[src/rtl/rgby_rom_pkg.sv]
// Shared encodings for the RGBY-ROM program loader: FSM states, error codes, frame magic.
package rgby_rom_pkg;

  typedef enum logic [2:0] {
    ST_IDLE,
    ST_HDR,
    ST_LOAD,
    ST_CHK,
    ST_DONE,
    ST_ERR
  } state_t;

  localparam logic [1:0] ERR_NONE    = 2'd0;
  localparam logic [1:0] ERR_MAGIC   = 2'd1;
  localparam logic [1:0] ERR_CSUM    = 2'd2;
  localparam logic [1:0] ERR_TIMEOUT = 2'd3;

  localparam logic [3:0] HDR_MAGIC = 4'hA;

  localparam int NITS_PER_WORD_DEF = 6;

  // States in which cartridge nits are accepted and the load is in progress.
  function automatic logic is_active(state_t s);
    return (s == ST_HDR) || (s == ST_LOAD) || (s == ST_CHK);
  endfunction

endpackage

[src/rtl/rom_load_sequencer_nit_packer.sv]
// Packs 2-bit colour nits MSB-first into DATA_W-bit words; word_valid pulses the cycle after the last nit.
module nit_packer
  import rgby_rom_pkg::*;
#(
  parameter int NITS   = NITS_PER_WORD_DEF,
  parameter int DATA_W = 2 * NITS
) (
  input  logic              clk,
  input  logic              reset,
  input  logic              clear,
  input  logic              enable,
  input  logic              color_ready,
  input  logic [1:0]        color,
  output logic [DATA_W-1:0] word,
  output logic              word_valid,
  output logic              partial
);

  localparam int CNT_W = $clog2(NITS + 1);

  logic [CNT_W-1:0] cnt;

  // clear wins over a coincident strobe so a nit arriving with start is dropped
  always_ff @(posedge clk) begin
    if (!reset || clear) begin
      word       <= '0;
      cnt        <= '0;
      word_valid <= 1'b0;
    end else begin
      word_valid <= 1'b0;
      if (enable && color_ready) begin
        word <= {word[DATA_W-3:0], color};
        if (cnt == CNT_W'(NITS - 1)) begin
          cnt        <= '0;
          word_valid <= 1'b1;
        end else begin
          cnt <= cnt + CNT_W'(1);
        end
      end
    end
  end

  assign partial = (cnt != '0);

endmodule

[src/rtl/rom_load_sequencer.sv]
// Cartridge program loader: parses header/payload/checksum frames into RAM and releases the CPU on success.
module rom_load_sequencer
  import rgby_rom_pkg::*;
#(
  parameter int NITS_PER_WORD  = NITS_PER_WORD_DEF,
  parameter int DATA_W         = 2 * NITS_PER_WORD,
  parameter int ADDR_W         = 8,
  parameter int TIMEOUT_CYCLES = 1000000
) (
  input  logic              clk,
  input  logic              reset,
  input  logic              start,
  input  logic              color_ready,
  input  logic [1:0]        color,
  output logic              ram_we,
  output logic [ADDR_W-1:0] ram_waddr,
  output logic [DATA_W-1:0] ram_wdata,
  output logic              cpu_run,
  output logic              load_busy,
  output logic              load_error,
  output logic [1:0]        err_code,
  output logic [ADDR_W:0]   words_loaded
);

  localparam int TMR_W = $clog2(TIMEOUT_CYCLES + 1);

  state_t            state;
  logic [DATA_W-1:0] word;
  logic              word_valid;
  logic              partial;
  logic [ADDR_W-1:0] idx;
  logic [ADDR_W-1:0] len_m1;
  logic [DATA_W-1:0] csum;
  logic [TMR_W-1:0]  timer;
  logic              timer_en;
  logic              timeout;
  logic              magic_ok;

  nit_packer #(
    .NITS   (NITS_PER_WORD),
    .DATA_W (DATA_W)
  ) u_packer (
    .clk         (clk),
    .reset       (reset),
    .clear       (start),
    .enable      (is_active(state)),
    .color_ready (color_ready),
    .color       (color),
    .word        (word),
    .word_valid  (word_valid),
    .partial     (partial)
  );

  // An empty header phase may wait forever; once any nit of a frame arrives the line must keep moving.
  always_comb begin
    timer_en = 1'b0;
    timeout  = 1'b0;
    magic_ok = (word[DATA_W-1 -: 4] == HDR_MAGIC);
    if ((state == ST_LOAD) || (state == ST_CHK) || ((state == ST_HDR) && partial))
      timer_en = 1'b1;
    if (timer_en && !color_ready && (timer == TMR_W'(TIMEOUT_CYCLES - 1)))
      timeout = 1'b1;
  end

  always_ff @(posedge clk) begin
    if (!reset) begin
      state        <= ST_IDLE;
      idx          <= '0;
      len_m1       <= '0;
      csum         <= '0;
      timer        <= '0;
      ram_we       <= 1'b0;
      ram_waddr    <= '0;
      ram_wdata    <= '0;
      cpu_run      <= 1'b0;
      load_busy    <= 1'b0;
      load_error   <= 1'b0;
      err_code     <= ERR_NONE;
      words_loaded <= '0;
    end else if (start) begin
      // reload from any state; RAM address/data keep the last written value
      state        <= ST_HDR;
      idx          <= '0;
      len_m1       <= '0;
      csum         <= '0;
      timer        <= '0;
      ram_we       <= 1'b0;
      cpu_run      <= 1'b0;
      load_busy    <= 1'b1;
      load_error   <= 1'b0;
      err_code     <= ERR_NONE;
      words_loaded <= '0;
    end else begin
      ram_we <= 1'b0;

      if (color_ready)
        timer <= '0;
      else if (timer_en)
        timer <= timer + TMR_W'(1);

      unique case (state)
        ST_HDR: begin
          if (word_valid) begin
            if (magic_ok) begin
              state  <= ST_LOAD;
              len_m1 <= word[ADDR_W-1:0];
            end else begin
              state      <= ST_ERR;
              load_busy  <= 1'b0;
              load_error <= 1'b1;
              err_code   <= ERR_MAGIC;
            end
          end else if (timeout) begin
            state      <= ST_ERR;
            load_busy  <= 1'b0;
            load_error <= 1'b1;
            err_code   <= ERR_TIMEOUT;
          end
        end

        ST_LOAD: begin
          if (word_valid) begin
            ram_we       <= 1'b1;
            ram_waddr    <= idx;
            ram_wdata    <= word;
            csum         <= csum + word;
            idx          <= idx + ADDR_W'(1);
            words_loaded <= words_loaded + (ADDR_W + 1)'(1);
            if (idx == len_m1)
              state <= ST_CHK;
          end else if (timeout) begin
            state      <= ST_ERR;
            load_busy  <= 1'b0;
            load_error <= 1'b1;
            err_code   <= ERR_TIMEOUT;
          end
        end

        ST_CHK: begin
          if (word_valid) begin
            load_busy <= 1'b0;
            if (word == csum) begin
              state   <= ST_DONE;
              cpu_run <= 1'b1;
            end else begin
              state      <= ST_ERR;
              load_error <= 1'b1;
              err_code   <= ERR_CSUM;
            end
          end else if (timeout) begin
            state      <= ST_ERR;
            load_busy  <= 1'b0;
            load_error <= 1'b1;
            err_code   <= ERR_TIMEOUT;
          end
        end

        ST_ERR: begin
          cpu_run <= 1'b0;
        end

        default: ;
      endcase
    end
  end

endmodule
[config.mk]
export PLATFORM = sky130hd
export DESIGN_NAME = rom_load_sequencer
export DESIGN_NICKNAME = d
export VERILOG_FILES = /design/src/rtl/rgby_rom_pkg.sv /design/src/rtl/rom_load_sequencer_nit_packer.sv /design/src/rtl/rom_load_sequencer.sv
export SDC_FILE = /design/constraint.sdc
export NUM_CORES = 1
export LEC_CHECK = 0
export ABC_AREA = 0
export CAP_MARGIN = 20
export CORE_AREA = 2 2 109 79
export CTS_CLUSTER_DIAMETER = 40
export DETAILED_ROUTE_END_ITERATION = 7
export DIE_AREA = 0 0 111 81
export GPL_ROUTABILITY_DRIVEN = 0
export PLACE_DENSITY_LB_ADDON = 0.15
export SYNTH_ARGS = -nofsm -noshare
export SYNTH_HDL_FRONTEND = slang
export SYNTH_SLANG_ARGS = --single-unit
[constraint.sdc]
create_clock -name clk -period 2.93 [get_ports clk]
set_input_delay 0.293 -clock clk [delete_from_list [all_inputs] [get_ports clk]]
set_output_delay 0.293 -clock clk [all_outputs]
set_load 0.1 [all_outputs]
=== Word-level counts from Yosys, hierarchy flattened ===
Index checks and enable logic that the tools add are counted.
W data, S select, Z words.

* Register bits: 102
* Input port bits: 6
* Output and inout port bits: 35
* Logic and storage cells: 109

* $add $sub $neg: 5
* Equal/unequal tests: 18
* Muxes and demuxes: 38
* Bitwise operators: 4
* Reductions and logical operators: 27

{| class="wikitable"
|+ Operators by type and width
! cell !! number
|-
| $mux W3 || 7
|-
| $add A20 B1 Y20 const B || 1
|-
| $eq A20 B20 Y1 const B || 1
|-
| $mux W1 || 20
|-
| $add A12 B12 Y12 || 1
|-
| $eq A12 B12 Y1 || 1
|-
| $mux W2 || 6
|-
| $ne A3 B3 Y1 const B || 4
|-
| $reduce_and A3 Y1 || 4
|-
| $add A9 B1 Y9 const B || 1
|-
| $pmux W3 S3 || 1
|-
| $add A8 B1 Y8 const B || 1
|-
| $eq A8 B8 Y1 || 1
|-
| $ne A4 B4 Y1 const B || 2
|-
| $eq A3 B2 Y1 const B || 2
|-
| $eq A3 B3 Y1 const B || 2
|-
| $pmux W1 S3 || 2
|-
| $pmux W2 S3 || 1
|-
| $reduce_and A2 Y1 || 3
|-
| $reduce_bool A3 Y1 || 2
|-
| $reduce_or A3 Y1 || 2
|-
| $logic_or A1 B1 Y1 || 5
|-
| $eq A4 B4 Y1 const B || 1
|-
| $logic_and A1 B1 Y1 || 4
|-
| other kinds (11) || 17
|}

=== Longest topological paths before layout ===
Gate-level depths: netlist (run 1).

* Depth after elaboration: 11
* Depth in mapped cells: 8
* Mapped depth without buffers: 8

=== Cells and area by module ===
A second synthesis (run 1) with hierarchy kept.

* Cell total of the unflattened synthesis: 567
* Area, all modules: 4899.7 µm²

{| class="wikitable"
|+ Modules (own cells, without submodules)
! module !! times used !! cells each !! area an instance (µm²) !! seq. area each (µm²)
|-
| rom_load_sequencer || 1 || 495 || 4194.0 || 1721.7
|-
| nit_packer || 1 || 72 || 705.7 || 320.3
|}

=== Least setup slack after synthesis (run 1) ===
Ideal clock, no wire load.

* Path type: register -> register
* From: register u_packer.word[9]
* To: register state[0]
* Library setup time: 120 ps
* Arrival: 1887 ps
* Required time: 2810 ps
* Setup slack: 924 ps
* Stages on the path, launching flop included: 8
* Path buffers: 0
* Period minus slack after synthesis: 2006 ps
* Cell sequence: dfxtp_1 -> ha_1 -> or4_1 -> nor3_1 -> nand4_1 -> o21ai_0 -> a21boi_0 -> o31a_1

* Cells in the longest elaborated chain, start to end: 5
* Elaborated cells between the ends (all ways): 8
* Classes of those cells: 2 x eq/ne; 6 x mux

{| class="wikitable"
|+ Ends and longest elaborated chain
! item !! line !! text
|-
| from (decl) || rom_load_sequencer_nit_packer.sv:14 || <nowiki>output logic [DATA_W-1:0] word,</nowiki>
|-
| from (signal assigned) || rom_load_sequencer_nit_packer.sv:32 || <nowiki>word <= {word[DATA_W-3:0], color};</nowiki>
|-
| $eq A12 B12 Y1 / $eq A4 B4 Y1 (equally long branches) || rom_load_sequencer.sv:142, rom_load_sequencer.sv:58 ||
|-
| $mux W1 / $mux W3 (equally long branches) || rom_load_sequencer.sv:142, rom_load_sequencer.sv:104 ||
|-
| $mux W3, on equally long branches || rom_load_sequencer.sv:140, rom_load_sequencer.sv:103 ||
|-
| $pmux W3 S3 * || rom_load_sequencer.sv:101 || <nowiki>unique case (state)</nowiki>
|-
| $mux W1 * || rom_load_sequencer.sv:80 || <nowiki>end else if (start) begin</nowiki>
|-
| to (signal assigned) || rom_load_sequencer.sv:82 || <nowiki>state <= ST_HDR;</nowiki>
|-
| to (signal assigned) || rom_load_sequencer.sv:105 || <nowiki>state <= ST_LOAD;</nowiki>
|-
| to (signal assigned) || rom_load_sequencer.sv:143 || <nowiki>state <= ST_DONE;</nowiki>
|-
| to (decl) || rom_load_sequencer.sv:27 || <nowiki>state_t state;</nowiki>
|}

Every way passes the cells marked *; elsewhere a longest branch is shown, timed or not.
A chain may end at the register's enable or synchronous reset.

=== Final worst setup path (run 1) ===
* From: register u_packer.word[0]
* To: register csum[10]

* Cells in the longest elaborated chain, start to end: 1

{| class="wikitable"
|+ Ends and longest elaborated chain
! item !! line !! text
|-
| $add A12 B12 Y12 || rom_load_sequencer.sv:126 || <nowiki>csum <= csum + word;</nowiki>
|-
| to (signal assigned) || rom_load_sequencer.sv:126 ||
|-
| to (decl) || rom_load_sequencer.sv:33 || <nowiki>logic [DATA_W-1:0] csum;</nowiki>
|}

Every way passes these cells.

==> metrics.yaml, run 1 <==
outcome: "finished, final reports clean"
hp-class: "flip-flop to flip-flop"
start_util_pct: 57.8
critPathCaptureType: "flip-flop"
cp_max_fo: 5
synthesis.area_mm2: 0.00468
critPathKind: "flip-flop to flip-flop"
async_flop_share_pct: 0
grt_max_degree: 28
grt_overflow_total: 0
route.detailed.drc: 0
clk_pin_slew_worst_paths_ps: 70
via_per_inst: 5.66
placed_area_mm2: 0.00507
drive_above_1_share_pct: 11.2
post-route-period-util_pct: 77.6
ant_nets: 0
final_hold_viol_count: 0
synth-edff-count: 0
cts_buffer_depth: 2
dpl_worst_slack_ps: 727
cts.sinks: 102
dr.pass1.iters: 4
cp-start-kind: "flip-flop"
cp_cell_sequence: "ha_1 > fa_1 > a211oi_1 > o21bai_1 > a2bb2oi_1 > a21oi_1 > xnor2_1 > a211oi_1"
setup_tns_ps: 0
synth_cell_type_count: 53
antenna_cells: 0
period_needed_ps: 2270
cts_buffers: 9
final-max-slew-violation-count: 0
ys_seq_elements: 102
crit_path_frequent_cell: "a211oi_1"
port_buffers: 40
worst_pin_slew_ps: 959
slew_headroom_pct: 35.9
first_iter_violations: 294
antenna_found_initial: 0
ys_seq_area_share_pct: 43.7
crit_path_top_delay_cell: "fa_1"
leakage_nw: 2.04
rows: 28
cap_violations: 0
ys.flop_type: "dfxtp_1"
slowest_delay_ps: 440
required_ps: 3180
post_cts_buffers: 0
postSynthAreaPerCell_um2: 8.63
grt_pass1_vias: 3529
clock.fmax_mhz: 440
ioPinCount: 41
ir_worst_vdd_mv: 0.438
hpwl_um: 7670
areaGrowthSynthToFinish_pct: 15.2
grt_pass1_wl_um: 17800
crit_arrival_ps: 2520
htree_levels: 3
dieArea_mm2: 0.00899
fin_nets: 596
wirelength_um: 10800
syn_inst: 542
syn_nets: 563
die_w_um: 111
final-setup-viol-count: 0
worst_slack_ps: 656
fin_skew_ps: 12.4
fp.dieH_um: 81
hold_buffers: 0
cts_resized: 0
yosysWarnings: 0
powerDensity_mw_per_mm2: 503
grt_usage_pct: 24.8
clk-insertion-delay-late_ps: 350
stdcell_area_mm2: 0.00539
utilization_pct: 66.5
via_count: 3879
wl_per_cell_um: 15.8
tritoncts: "built"
clock_tree.root_cell: "clkbuf_16"
rsz0062_at_grt: "false"
core_mm2: 0.00809
-- power breakdown --
| group | internal [W] | leakage [nW] | switching (W) | total [W] |
|---|---|---|---|---|
| registers | 0.00139 | 0.822 | 0.00000550 | 0.00139 |
| clock network | 0.000713 | 0.145 | 0.000529 | 0.00124 |
| logic | 0.0000235 | 1.08 | 0.0000480 | 0.0000715 |
-- stage by stage --
| stage | total power, W | hold WS (ps) | instances |
|---|---|---|---|
| floorplan | 0.00147 | 408 | 542 |
| global placement | 0.00150 | 444 | 669 |
| detailed placement | 0.00150 | 450 | 669 |
| CTS | 0.00272 | 459 | 685 |
| global route | 0.00277 | 485 | 685 |
| finish | 0.00271 | 460 | 685 |
-- Yosys cell counts, drive strengths merged (3+ instances only) --
cell type,count,area share [%]
dfxtp,102,44
nor2,54,4.3
nor4,3,0.40
a21oi,32,3.4
and3,15,2.0
nand2,103,8.3
nand3,19,2.0
xor2,33,6.2
mux2i,12,2.6
a21o,7,1.1
o21ai,9,0.96
xnor2,14,2.6
nor3b,4,0.88
nand2b,5,0.83
buf,8,0.99
nor3,7,0.75
o21a,4,0.64
a21boi,21,3.4
or3,6,0.80
ha,14,3.7
o211ai,3,0.48
a211oi,6,1.1
o21bai,3,0.48
nand4,9,1.3
clkbuf,19,1.5
inv,6,0.48
-- cell usage in the layout, fill, tap and decap left out, types with 2 or more instances in the layout --
master | netlist | routed
o21bai_1 | 3 | 3
clkbuf_8 | 0 | 2
nor2_1 | 54 | 54
and4_1 | 2 | 2
a21o_1 | 7 | 7
o211ai_1 | 3 | 3
clkdlybuf4s50_1 | 0 | 6
or3_1 | 6 | 6
nor3_1 | 7 | 7
nand2_1 | 103 | 103
a21oi_1 | 32 | 32
inv_1 | 6 | 6
nor2b_1 | 2 | 2
buf_4 | 1 | 43
o21a_1 | 4 | 4
dfxtp_1 | 102 | 102
clkinvlp_4 | 0 | 2
o31a_1 | 2 | 2
xnor2_1 | 14 | 14
a211o_1 | 2 | 2
xor2_1 | 33 | 33
nand2b_1 | 4 | 3
nand4_1 | 8 | 8
mux2i_1 | 12 | 12
and3_1 | 15 | 15
nor3b_1 | 3 | 3
ha_1 | 14 | 14
a2bb2oi_1 | 2 | 2
nor4_1 | 3 | 3
clkbuf_16 | 0 | 9
o21ai_0 | 8 | 8
nand3_1 | 19 | 19
a21boi_0 | 21 | 21
a211oi_1 | 5 | 5
-- cell type report --
type                            count  area, um2
Clock buffer                       12        256
Timing Repair Buffer               49        383
Multi-Input combinational cell    407       2500
Tap cell                          105        131
Clock inverter                      4       53.8
Sequential cell                   102       2040
Fill cell                         672       2710
Inverter                            6       22.5
-- logic make-up after synthesis --
| kind of cell | Yosys count | synth area share, % |
|---|---|---|
| buffers and inverters | 33 | 3.00 |
| flip-flops | 102 | 43.7 |
| XOR/XNOR | 47 | 8.80 |
| multiplexers | 12 | 2.57 |
| adder cells (fa/ha/maj) | 15 | 4.17 |
| AO/OA/AOI/OAI | 99 | 14.6 |
| AND/OR/NAND/NOR | 234 | 23.2 |
-- registers in the layout, summed over array words and instances, names as in the netlist --
| name | count |
|---|---|
| cpu_run | 1 |
| csum | 12 |
| err_code | 2 |
| idx | 8 |
| len_m1 | 8 |
| load_busy | 1 |
| load_error | 1 |
| ram_waddr | 8 |
| ram_wdata | 12 |
| ram_we | 1 |
| state | 3 |
| timer | 20 |
| u_packer.cnt | 3 |
| u_packer.word | 12 |
| u_packer.word_valid | 1 |
| words_loaded | 9 |
-- metal layers --
layer  GRT usage [%]  wire, um  vias to the layer above  share of wire, %
li1                -         -                     1922                 -
met1            35.2      5480                     1818                51
met2            38.0      4640                      132                43
met3            5.75       630                        7               5.8
met4            7.00        75                        0              0.69
met5               0         0                        -                 0
-- worst paths after layout --
path                    start        to  slack [ps]  cells after the start
max          u_packer.word[0]  csum[10]         660                      8
min                   csum[4]   csum[4]         460                      2
max reg2reg  u_packer.word[0]  csum[10]         660                      8
min reg2reg           csum[4]   csum[4]         460                      2
-- worst max-delay path, delay by kind of cell, from the launching register on --
| family | cells | cell delay (ps) |
|---|---|---|
| xor+xnor | 1 | 140 |
| fa+ha+maj | 2 | 690 |
| flops | 1 | 390 |
| compound gates | 5 | 980 |
Note: power is estimated with default switching activity, not from simulation.
==> run 2, diff against run 1 <==
CORE_AREA = 2 2 117 85   (was 2 2 109 79)
DIE_AREA = 0 0 119 87   (was 0 0 111 81)
clock period = 1.98 ns   (was 2.93 ns; I/O delays follow)
==> run 2 against run 1 <==
- clock skew is 2.8 ps lower
- core utilization decreased by 3.5 points
- first-iteration DRC count grew 16%
- sequential share of layout area is 2.8 points lower
- maximum frequency increased by 16%
- sequential power up 48%
- via count rose by 2.8%
- sequential cell count unchanged
- global-route usage is 2.6 points lower
- die area up 15%
- cell area is 9.3% higher
- critical endpoint unchanged
- largest cell class unchanged
==> metrics.yaml, run 2 (synthesis results as in run 1) <==
start_util_pct: 50.0
tritoncts: "built"
slowest_delay_ps: 400
fin_skew_ps: 9.57
areaGrowthSynthToFinish_pct: 25.9
grt_max_degree: 49
clock_tree.root_cell: "clkbuf_16"
wl_per_cell_um: 14.9
grt_pass1_vias: 3687
clk-insertion-delay-late_ps: 350
final_hold_viol_count: 0
final-setup-viol-count: 0
utilization_pct: 63.0
hp-class: "input port to flip-flop"
dieArea_mm2: 0.0104
htree_levels: 3
cap_violations: 0
clk_pin_slew_worst_paths_ps: 70
cp_max_fo: 2
via_count: 3987
clock.fmax_mhz: 508
rsz0062_at_grt: "true"
leakage_nw: 2.26
critPathCaptureType: "flip-flop"
cp_cell_sequence: "ha_4 > fa_2 > a211oi_2 > o21bai_1 > a2bb2oi_1 > a21oi_1 > xnor2_1 > a211oi_1"
period_needed_ps: 1970
largest_register: "timer"
port_buffers: 40
drive_above_1_share_pct: 22.9
final_cells: 749
die_w_um: 119
grt_pass1_wl_um: 18300
stdcell_area_mm2: 0.00589
layout_commonest_cell: "nand2_1"
placed_area_mm2: 0.00542
slew_headroom_pct: 70.5
cts.sinks: 102
crit_path_top_delay_cell: "fa_2"
outcome: "finished, final reports clean"
antenna_found_initial: 0
cp-start-kind: "flip-flop"
critPathKind: "flip-flop to flip-flop"
fill_cells: 791
hpwl_um: 7910
ioPinCount: 41
required_ps: 2240
final_cell_mix: "nand2_1 (103), dfxtp_1 (86), buf_4 (82)"
wirelength_um: 11100
core_mm2: 0.00935
post-route-period-util_pct: 99.4
dr.pass1.iters: 5
fin_nets: 637
powerDensity_mw_per_mm2: 656
cts_buffers: 9
placed_cells_incl_taps: 729
worst_pin_slew_ps: 439
rr_worst_depth: 8
final-max-slew-violation-count: 0
rows: 30
via_per_inst: 5.32
fp.dieH_um: 87
antenna_cells: 0
grt_overflow_total: 0
route.detailed.drc: 0
largest_reg_flops: 20
grt_usage_pct: 22.2
crit_arrival_ps: 2230
ant_nets: 0
first_iter_violations: 342
holdPathStages: 3
hold_buffers: 0
cts_buffer_depth: 2
ir_worst_vdd_mv: 0.458
[run 2: worst max-delay path: cells and delay by family, from the launching register on]
family / cells / cell delay [ps]
compound gates: 5 / 840
fa+ha+maj: 2 / 570
flops: 1 / 340
xor+xnor: 1 / 130
[run 2: metrics by stage]
step	total power [W]	hold slack (ps)	setup TNS, ps	setup WS [ps]
final	0.00386	393	0	11.5
after global routing	0.00399	423	-173	-59.4
after CTS	0.00390	406	-71.6	-40.8
after detailed placement	0.00222	455	-276	-78.1
after global placement	0.00222	445	-48.4	-27.0
after floorplan	0.00218	313	0	25.2
[run 2: layout make-up]
class                      count  area (um2)  share of cell area, %
clock buffer                  11         243                   4.12
clock inverter                 5        42.5                  0.722
timing repair buffer          90         708                   12.0
tap                          128         160                   2.72
inverter                       6        22.5                  0.382
multi-input combinational    407        2650                   44.9
sequential                   102        2070                   35.1
[run 2: report_power, final]
group / internal, W / switching, W
registers: 0.00205 / 0.00000489
logic: 0.0000445 / 0.0000752
clock network: 0.000903 / 0.000784
total: 0.00300 / 0.000864
[run 2: path summary, 6_finish.rpt]
path	endpoint	slack, ps	start
max	csum[10]	10	u_packer.word[0]
min	u_packer.word[1]	390	color[1]
max reg2reg	csum[10]	10	u_packer.word[0]
min reg2reg	ram_wdata[11]	460	ram_wdata[11]
[run 2: layer usage]
layer	GRT usage, %	wire length [um]
met5	0	0
met3	4.52	695
met2	33.2	4760
met1	32.6	5620
met4	5.84	72
[run 2: what timing repair did]
| item | CTS | global route |
|---|---|---|
| resized for setup | 10 | 31 |
| gates cloned | 0 | 0 |
| setup endpoints to repair | 6 | 13 |
| pin swaps | 6 | 22 |
| buffers inserted | 0 | 4 |
==> run 3, diff against run 2 <==
CORE_AREA = 2 2 112 81   (was 2 2 117 85)
DIE_AREA = 0 0 114 83   (was 0 0 119 87)
DONT_BUFFER_PORTS = 1   (was default)
PLACE_DENSITY = 0.83   (was default)
PLACE_DENSITY_LB_ADDON = default   (was 0.15)
==> run 3 against run 2 <==
- the run now ends with setup timing left
- die area decreased by 8.6%
- wire length increased by 33%
- clock power increased by 10%
- core utilization increased by 7.5 points
- non-clock buffer count decreased by 5
- clock skew decreased by 0.81 ps
- critical endpoint is now cpu_run
==> metrics.yaml, run 3 (synthesis results as in run 1) <==
outcome: "finished with violations"
violations: "setup timing"
rsz0062_at_grt: "true"
largest_register: "timer"
final_cell_mix: "nand2_1 (103), dfxtp_1 (85), buf_4 (77)"
core_mm2: 0.00834
holdPathEnd: "state[2]"
die_w_um: 114
wl_per_cell_um: 20.6
antenna_found_initial: 0
first_iter_violations: 697
ant_nets: 0
grt_pass1_vias: 4142
largest_reg_flops: 20
final-max-slew-violation-count: 0
layout_commonest_cell: "nand2_1"
port_buffers: 0
tritoncts: "built"
worstHoldStart: "start"
route.detailed.drc: 0
slowest_delay_ps: 560
final_cells: 720
fin_skew_ps: 8.76
r2r_start: "u_packer.word[9]"
holdPathStages: 3
grt_max_degree: 37
stdcell_area_mm2: 0.00588
critPathKind: "flip-flop to flip-flop"
crit_path_top_delay_cell: "or4_4"
cts_buffer_depth: 2
leakage_nw: 2.26
cts.sinks: 102
grt_pass1_wl_um: 20500
final_hold_viol_count: 0
powerDensity_mw_per_mm2: 688
cp_max_fo: 4
antenna_cells: 0
hpwl_um: 8130
clk_pin_slew_worst_paths_ps: 70
placed_cells_incl_taps: 695
worst_pin_slew_ps: 741
crit_family: "simple AND/OR/NAND/NOR gates"
rr_worst_depth: 6
via_per_inst: 6.34
grt_overflow_total: 0
fill_cells: 529
regToRegSetupSlack_ps: -320
ioPinCount: 41
worst_slack_ps: -316
clock_tree.root_cell: "clkbuf_16"
critPathCaptureType: "flip-flop"
cap_violations: 0
cp_cell_sequence: "ha_4 > or4_4 > nor3_4 > nand4_1 > buf_4 > a221oi_2"
critPathBufInv: 1
period_needed_ps: 2300
wirelength_um: 14800
post-route-period-util_pct: 116
total_power_w: 0.00404
cp-start-kind: "flip-flop"
clock.fmax_mhz: 436
drive_above_1_share_pct: 24.1
rows: 28
areaGrowthSynthToFinish_pct: 25.7
dieArea_mm2: 0.00946
ir_worst_vdd_mv: 0.413
r2r_end: "cpu_run"
dr.pass1.iters: 6
hp-class: "input port to flip-flop"
clk-insertion-delay-late_ps: 360
crit_arrival_ps: 2540
placed_area_mm2: 0.00531
fin_nets: 632
crit_start: "u_packer.word[9]"
cts_buffers: 9
slew_headroom_pct: 50.6
required_ps: 2230
htree_levels: 3
fp.dieH_um: 83
grt_usage_pct: 27.4
via_count: 4563
start_util_pct: 56.1
final-setup-viol-count: 9
==> run 3: worst min-delay path: stages <==
cell and delay (ps):
nor2b_1 30, buf_4 160, o21a_1 100
==> run 3: per-layer routing <==
metal  wire length [um]  GRT usage [%]  share of wire [%]
met5                  0              0                  0
met3               1430           6.06                9.6
met1               5790           35.4                 39
met2               6700           41.9                 45
met4                898           16.0                6.1
==> run 3: per-stage QoR <==
| step | setup WS (ps) | hold WS [ps] | utilization, % | setup TNS [ps] |
|---|---|---|---|---|
| floorplan | 25.2 | 313 | - | 0 |
| global placement | -46.9 | 318 | 63.7 | -73.5 |
| detailed placement | -137 | 328 | 63.7 | -443 |
| CTS | -79.6 | 163 | 68.7 | -210 |
| global route | -327 | 185 | 70.5 | -2070 |
| finish | -316 | 184 | 70.5 | -1560 |
==> run 3: where the power goes <==
part	leakage, nW	internal (W)	switching (W)
registers	0.831	0.00205	0.00000462
clock network	0.146	0.000999	0.000862
logic	1.28	0.0000391	0.0000837
==> run 3: final cells by class <==
type / instances / area (um2) / share of cell area (%)
multi-input cells: 407 / 2680 / 45.6
flip-flops and latches: 102 / 2060 / 35.1
repair buffers: 85 / 679 / 11.6
clock buffers: 9 / 225 / 3.83
well taps: 105 / 131 / 2.23
clock inverters: 6 / 77.6 / 1.32
inverters: 6 / 22.5 / 0.383
==> run 3: worst max path at each step <==
| stage | slack [ps] | to | cells past startpoint |
|---|---|---|---|
| after detailed placement | -140 | csum[10] | 8 |
| final | -320 | cpu_run | 6 |
| after CTS | -80 | state[0] | 7 |
| after global placement | -50 | csum[10] | 8 |
| after floorplan | 30 | state[0] | 7 |
| after global routing | -330 | state[0] | 7 |
==> run 3: repair_timing <==
action | CTS | global route
setup buffers | 2 | 3
gates cloned | 0 | 0
endpoints found under the setup margin | 10 | 13
hold endpoints to repair | 24 | 0
resized for setup | 15 | 34
hold buffers | 5 | 0
pin swaps | 8 | 26
